$ cat src/rtl/proc_pkg.sv
// rtl/proc_pkg.sv - shared processor widths, PC register index and fetch state encoding
package proc_pkg;
  localparam int ADDR_W_DEF = 24;
  localparam int DATA_W_DEF = 24;
  localparam int PC_REG_IDX = 31;

  localparam logic [1:0] FETCH_IDLE   = 2'd0;
  localparam logic [1:0] FETCH_RUN    = 2'd1;
  localparam logic [1:0] FETCH_HALTED = 2'd2;
endpackage

$ cat src/rtl/ifetch_queue.sv
// rtl/ifetch_queue.sv - shifting instruction queue of {data, pc}; head always at entry 0, flush empties it
module ifetch_queue #(
  parameter int DEPTH  = 4,
  parameter int ADDR_W = 24,
  parameter int DATA_W = 24
) (
  input  logic                         clk,
  input  logic                         rst,
  input  logic                         i_flush,
  input  logic                         i_push,
  input  logic [DATA_W-1:0]            i_push_data,
  input  logic [ADDR_W-1:0]            i_push_pc,
  input  logic                         i_pop,
  output logic                         o_valid,
  output logic [DATA_W-1:0]            o_data,
  output logic [ADDR_W-1:0]            o_pc,
  output logic [$clog2(DEPTH+1)-1:0]   o_count
);
  localparam int CNT_W = $clog2(DEPTH+1);

  logic [DATA_W-1:0] r_data [DEPTH];
  logic [ADDR_W-1:0] r_pc   [DEPTH];
  logic [CNT_W-1:0]  r_count;

  logic             w_deq;
  logic             w_full;
  logic             w_push;
  logic [CNT_W-1:0] w_wpos;

  assign w_deq   = i_pop && (r_count != '0);
  assign w_full  = (r_count == CNT_W'(DEPTH));
  // A full queue still accepts a push when the head leaves in the same cycle.
  assign w_push  = i_push && !i_flush && (!w_full || w_deq);
  assign w_wpos  = r_count - CNT_W'(w_deq);

  assign o_valid = (r_count != '0);
  assign o_data  = r_data[0];
  assign o_pc    = r_pc[0];
  assign o_count = r_count;

  always_ff @(posedge clk or posedge rst) begin
    if (rst) begin
      r_count <= '0;
    end else if (i_flush) begin
      r_count <= '0;
    end else begin
      r_count <= r_count + CNT_W'(w_push) - CNT_W'(w_deq);
    end
  end

  always_ff @(posedge clk or posedge rst) begin
    if (rst) begin
      for (int i = 0; i < DEPTH; i++) begin
        r_data[i] <= '0;
        r_pc[i]   <= '0;
      end
    end else begin
      for (int i = 0; i < DEPTH; i++) begin
        if (w_push && (w_wpos == CNT_W'(i))) begin
          r_data[i] <= i_push_data;
          r_pc[i]   <= i_push_pc;
        end else if (w_deq && (i < DEPTH-1)) begin
          r_data[i] <= r_data[(i+1 < DEPTH) ? i+1 : i];
          r_pc[i]   <= r_pc[(i+1 < DEPTH) ? i+1 : i];
        end
      end
    end
  end
endmodule

$ cat src/rtl/ifetch_unit.sv
// rtl/ifetch_unit.sv - instruction fetch unit; IFETCH_PREFETCH_EN selects 4-entry prefetch queue, else 1-entry holding register
module ifetch_unit
  import proc_pkg::*;
#(
  parameter int                ADDR_W   = ADDR_W_DEF,
  parameter int                DATA_W   = DATA_W_DEF,
  parameter logic [ADDR_W-1:0] RESET_PC = '0
) (
  input  logic              clk,
  input  logic              rst,
  output logic [ADDR_W-1:0] iaddr,
  output logic              ireq,
  input  logic [DATA_W-1:0] idata,
  output logic              instr_valid,
  input  logic              instr_ready,
  output logic [DATA_W-1:0] instr_data,
  output logic [ADDR_W-1:0] instr_pc,
  input  logic              redirect_valid,
  input  logic [ADDR_W-1:0] redirect_pc,
  input  logic              halt,
  output logic [ADDR_W-1:0] pc_out
);
`ifdef IFETCH_PREFETCH_EN
  localparam int DEPTH = 4;
`else
  localparam int DEPTH = 1;
`endif
  localparam int CNT_W = $clog2(DEPTH+1);

  logic [1:0]        r_state;
  logic [ADDR_W-1:0] r_pc;
  logic              r_pend;
  logic [ADDR_W-1:0] r_pend_pc;

  logic [CNT_W-1:0]  w_count;
  logic              w_deq;
  logic [3:0]        w_used;
  logic              w_issue;

  assign w_deq   = instr_valid && instr_ready;
  // Slots committed: queued + response in flight, minus the head leaving this cycle.
  assign w_used  = 4'(w_count) + 4'(r_pend) - 4'(w_deq);
  assign w_issue = (r_state == FETCH_RUN) && !redirect_valid && !halt && (w_used < 4'(DEPTH));

  assign ireq   = w_issue;
  assign iaddr  = r_pc;
  assign pc_out = r_pc;

  always_ff @(posedge clk or posedge rst) begin
    if (rst) begin
      r_state   <= FETCH_IDLE;
      r_pc      <= RESET_PC;
      r_pend    <= 1'b0;
      r_pend_pc <= '0;
    end else begin
      r_pend    <= w_issue;
      r_pend_pc <= r_pc;
      if (redirect_valid) begin
        r_pc <= redirect_pc;
      end else if (w_issue) begin
        r_pc <= r_pc + 1'b1;
      end
      case (r_state)
        FETCH_IDLE:   r_state <= FETCH_RUN;
        FETCH_RUN:    if (!redirect_valid && halt) r_state <= FETCH_HALTED;
        FETCH_HALTED: if (redirect_valid || !halt) r_state <= FETCH_RUN;
        default:      r_state <= FETCH_IDLE;
      endcase
    end
  end

  ifetch_queue #(
    .DEPTH  (DEPTH),
    .ADDR_W (ADDR_W),
    .DATA_W (DATA_W)
  ) u_queue (
    .clk         (clk),
    .rst         (rst),
    .i_flush     (redirect_valid),
    .i_push      (r_pend),
    .i_push_data (idata),
    .i_push_pc   (r_pend_pc),
    .i_pop       (instr_ready),
    .o_valid     (instr_valid),
    .o_data      (instr_data),
    .o_pc        (instr_pc),
    .o_count     (w_count)
  );
endmodule
$ cat config.mk
export PLATFORM = sky130hd
export DESIGN_NAME = ifetch_unit
export DESIGN_NICKNAME = d
export VERILOG_FILES = /design/src/rtl/proc_pkg.sv /design/src/rtl/ifetch_queue.sv /design/src/rtl/ifetch_unit.sv
export SDC_FILE = /design/constraint.sdc
export NUM_CORES = 1
export LEC_CHECK = 0
export CELL_PAD_IN_SITES_DETAIL_PLACEMENT = 2
export CELL_PAD_IN_SITES_GLOBAL_PLACEMENT = 2
export CORE_MARGIN = 4
export CORE_UTILIZATION = 28
export DETAILED_ROUTE_END_ITERATION = 10
export PLACE_DENSITY = 0.81
export SLEW_MARGIN = 20
export SYNTH_ARGS = -nofsm -noshare
export SYNTH_HDL_FRONTEND = slang
export SYNTH_SLANG_ARGS = --single-unit
$ cat constraint.sdc
create_clock -name clk -period 3.71 [get_ports clk]
set_input_delay 0.5565 -clock clk [delete_from_list [all_inputs] [get_ports clk]]
set_output_delay 0.5565 -clock clk [all_outputs]
set_load 0.005 [all_outputs]
==> results.toml <==
[status]
outcome = "finished, final reports clean"

[yosys]
yosys-top-cells-area = "dfrtp_1, mux2_2, buf_4"
synth.distinct_cells = 42
synth_edf_count = 0
yosysWarnings = 0
yosysTopAreaCell = "dfrtp_1"
synth.most_common_cell = "dfrtp_1"
synth_cells = 338
synthArstFlopShare_pct = 100
syn_nets = 394
synth_common_cells = "dfrtp_1, mux2_2, nand2_1"
syn_area_sq_mm = 0.00421
synthFlopType = "dfrtp_1"
avgSynthCellArea_sq_um = 12.5
yosysSeqAreaShare_pct = 59.4
ys_seq_elements = 100
synth_top_area_share_pct = 59.4

[detailed_routing]
ant_nets = 0
drt_wl_total_mm = 12.6
drc = 0
wl_per_cell_um = 19.1
vias_per_cell = 4.84
drt_iter0_drc = 115
vias = 3187
dr.pass1.iters = 4

[pwr]
p_sw_share_pct = 24.9
pwr-share-seq_pct = 45.4
pwr-share-comb_pct = 22.6
p_sw_uw = 781
power_density_mw_per_mm2 = 514
p_int_uw = 2360
p_leak_uw = 0.00257
peakVddDrop_mv = 0.230
p_clk_share_pct = 32.1

[floorplan]
io_pins = 151
die_h_um = 131
start_util_pct = 28.8
core_sq_mm = 0.0146
die-width_um = 131
rows = 44
die_area_sq_mm = 0.0171

[global_route]
track_usage_pct = 15.1
grt_pass1_vias = 3559
grt-ovfl-total = 0
antenna_found_initial = 0
grt_first_pass_wirelength_mm = 19.9
grt_max_degree = 58

[final_layout]
fillers = 1502
final_nets = 526
drive_gt1_share_pct = 17.1
antenna_cells = 0
synthToLayoutAreaGrowth_pct = 44.9

[setup_path]
r2r_end = "iaddr[22]"
slowest_stage = "clkdlybuf4s50_1"
cp.required_ns = 3.15
end_kind = "primary output"
r2r_cells = 9
critPathMostFrequentCell = "clkdlybuf4s50_1"
path_max_fanout = 3
cp_data_arrival_time_ns = 2.65
critPathTopFamily = "buffers and inverters"
rr_startpoint = "u_queue.o_count"
crit_chain = "clkdlybuf4s50_1 -> nor2b_1 -> ha_1 -> nor4b_2 -> nand3_2 -> inv_1 -> clkdlybuf4s50_1"
path_buf_inv = 3
worstSetupPathType = "primary input to primary output"
start_kind = "primary input"
r2r_slack_ns = 0.98
cpPeakStageDelay_ns = 0.55

[place]
place_hpwl_mm = 9.25
gp_congestion = 0.759
preCtsSetupSlack_ns = 0.449
portBuffers = 150

[job]
drv_cap = 0

[hold_path]
min_path_type = "flip-flop to flip-flop"
hold_end = "r_pend_pc[18]"
min_from = "iaddr[18]"
min_delay_path_depth = 0

[cts]
clkTransAtPathRegs_ns = 0.07
clock_sinks = 100
holdBufCountCts = 0
cts-htree-levels = 3
clkLatencyLatePin_ns = 0.34
cts_setup_buffers = 0
cts_resized = 0
clk_path_buf_depth = 2
root_buffer = "clkbuf_16"
numCtsBuffers = 9
cts_tree = "done"

[timing]
fin_ws_ns = 0.504
finalSetupViolCount = 0
relSlewSlack_pct = 37.1
hold_viol = 0
rsz0062_at_grt = "false"
min_period_ns = 3.21
worstMarginPinSlew_ns = 0.936
tns_ns = 0
max_freq_mhz = 312
finalClockSkew_ns = 0.00811
finalCritPeriodShare_pct = 86.4
slew_viol_final = 0
power groups by stage:
stage | combinational, uW | clock [uW] | sequential [uW]
after floorplan | 238 | 0 | 1420
after global placement | 695 | 0 | 1430
after detailed placement | 721 | 0 | 1450
after CTS | 725 | 1050 | 1430
after global routing | 768 | 1100 | 1460
final | 708 | 1010 | 1430
cells by family (layout without fill, tap and decap cells):
logic type / after synthesis / after routing / share of synthesized area [%]
buffers and inverters: 41 / 178 / 5.91
xor gates and xnor gates: 1 / 1 / 0.208
other: 1 / 1 / 0.0890
and+or+nand+nor: 91 / 91 / 12.0
DFF: 100 / 100 / 59.4
adders and majority gates: 4 / 4 / 1.13
muxes: 50 / 50 / 13.3
AOI/OAI and AO/OA: 50 / 50 / 7.96
final cells by class:
type / instances / area, sq um / share of cell area, %
Sequential cell: 100 / 2500 / 41.0
Inverter: 5 / 21.3 / 0.348
Tap cell: 184 / 230 / 3.77
Multi-Input combinational cell: 197 / 1470 / 24.0
Clock inverter: 6 / 88.8 / 1.45
Timing Repair Buffer: 157 / 1570 / 25.7
Clock buffer: 10 / 229 / 3.75
per-layer routing:
metal | track usage, % | wire (um)
met3 | 3.13 | 648
met4 | 5.38 | 185
met1 | 18.2 | 5190
met2 | 26.8 | 6560
met5 | 0 | 0
layout by cell type (no fill, tap or decap), types with 3 or more instances in the layout:
cell type	instances
nor2_1	12
clkdlybuf4s50_1	150
nand3_1	5
nor2b_1	4
nand2_1	35
buf_4	6
ha_1	3
inv_1	4
o21ai_0	20
a31oi_1	3
o311ai_0	5
and3_1	3
nor4_1	5
o211ai_1	3
a221o_1	7
a21o_1	3
dfrtp_1	100
clkbuf_16	9
mux2_2	49
nand4_1	7
a21oi_1	6
nand3b_1	3
nor3_1	3
flip-flops by register name (all words and copies together) (netlist names):
signal,count
u_queue.o_data,24
u_queue.o_pc,24
iaddr,24
u_queue.o_count,1
r_pend,1
r_pend_pc,24
r_state,2
metrics by stage:
stage / std cells / hold WS, ns / instance area [sq um] / power, uW / utilization, %
final: 659 / 0.469 / 6110 / 3140 / 41.7
after global routing: 659 / 0.489 / 6110 / 3330 / 41.7
after CTS: 659 / 0.481 / 6110 / 3200 / 41.7
after detailed placement: 643 / 0.464 / 5790 / 2170 / 39.5
after global placement: 643 / 0.457 / 5790 / 2130 / 39.5
after floorplan: 338 / 0.432 / 4210 / 1660 / -
worst max-delay path by stage:
stage / startpoint / endpoint / slack (ns) / depth (start not counted)
after global placement: instr_ready / ireq / 0.57 / 7
after CTS: instr_ready / ireq / 0.48 / 7
final: instr_ready / ireq / 0.50 / 7
after detailed placement: instr_ready / iaddr[22] / 0.45 / 10
after floorplan: rst / iaddr[0] / 0.53 / 1
after global routing: instr_ready / ireq / 0.39 / 7
Power figures use the tool's default switching activity.
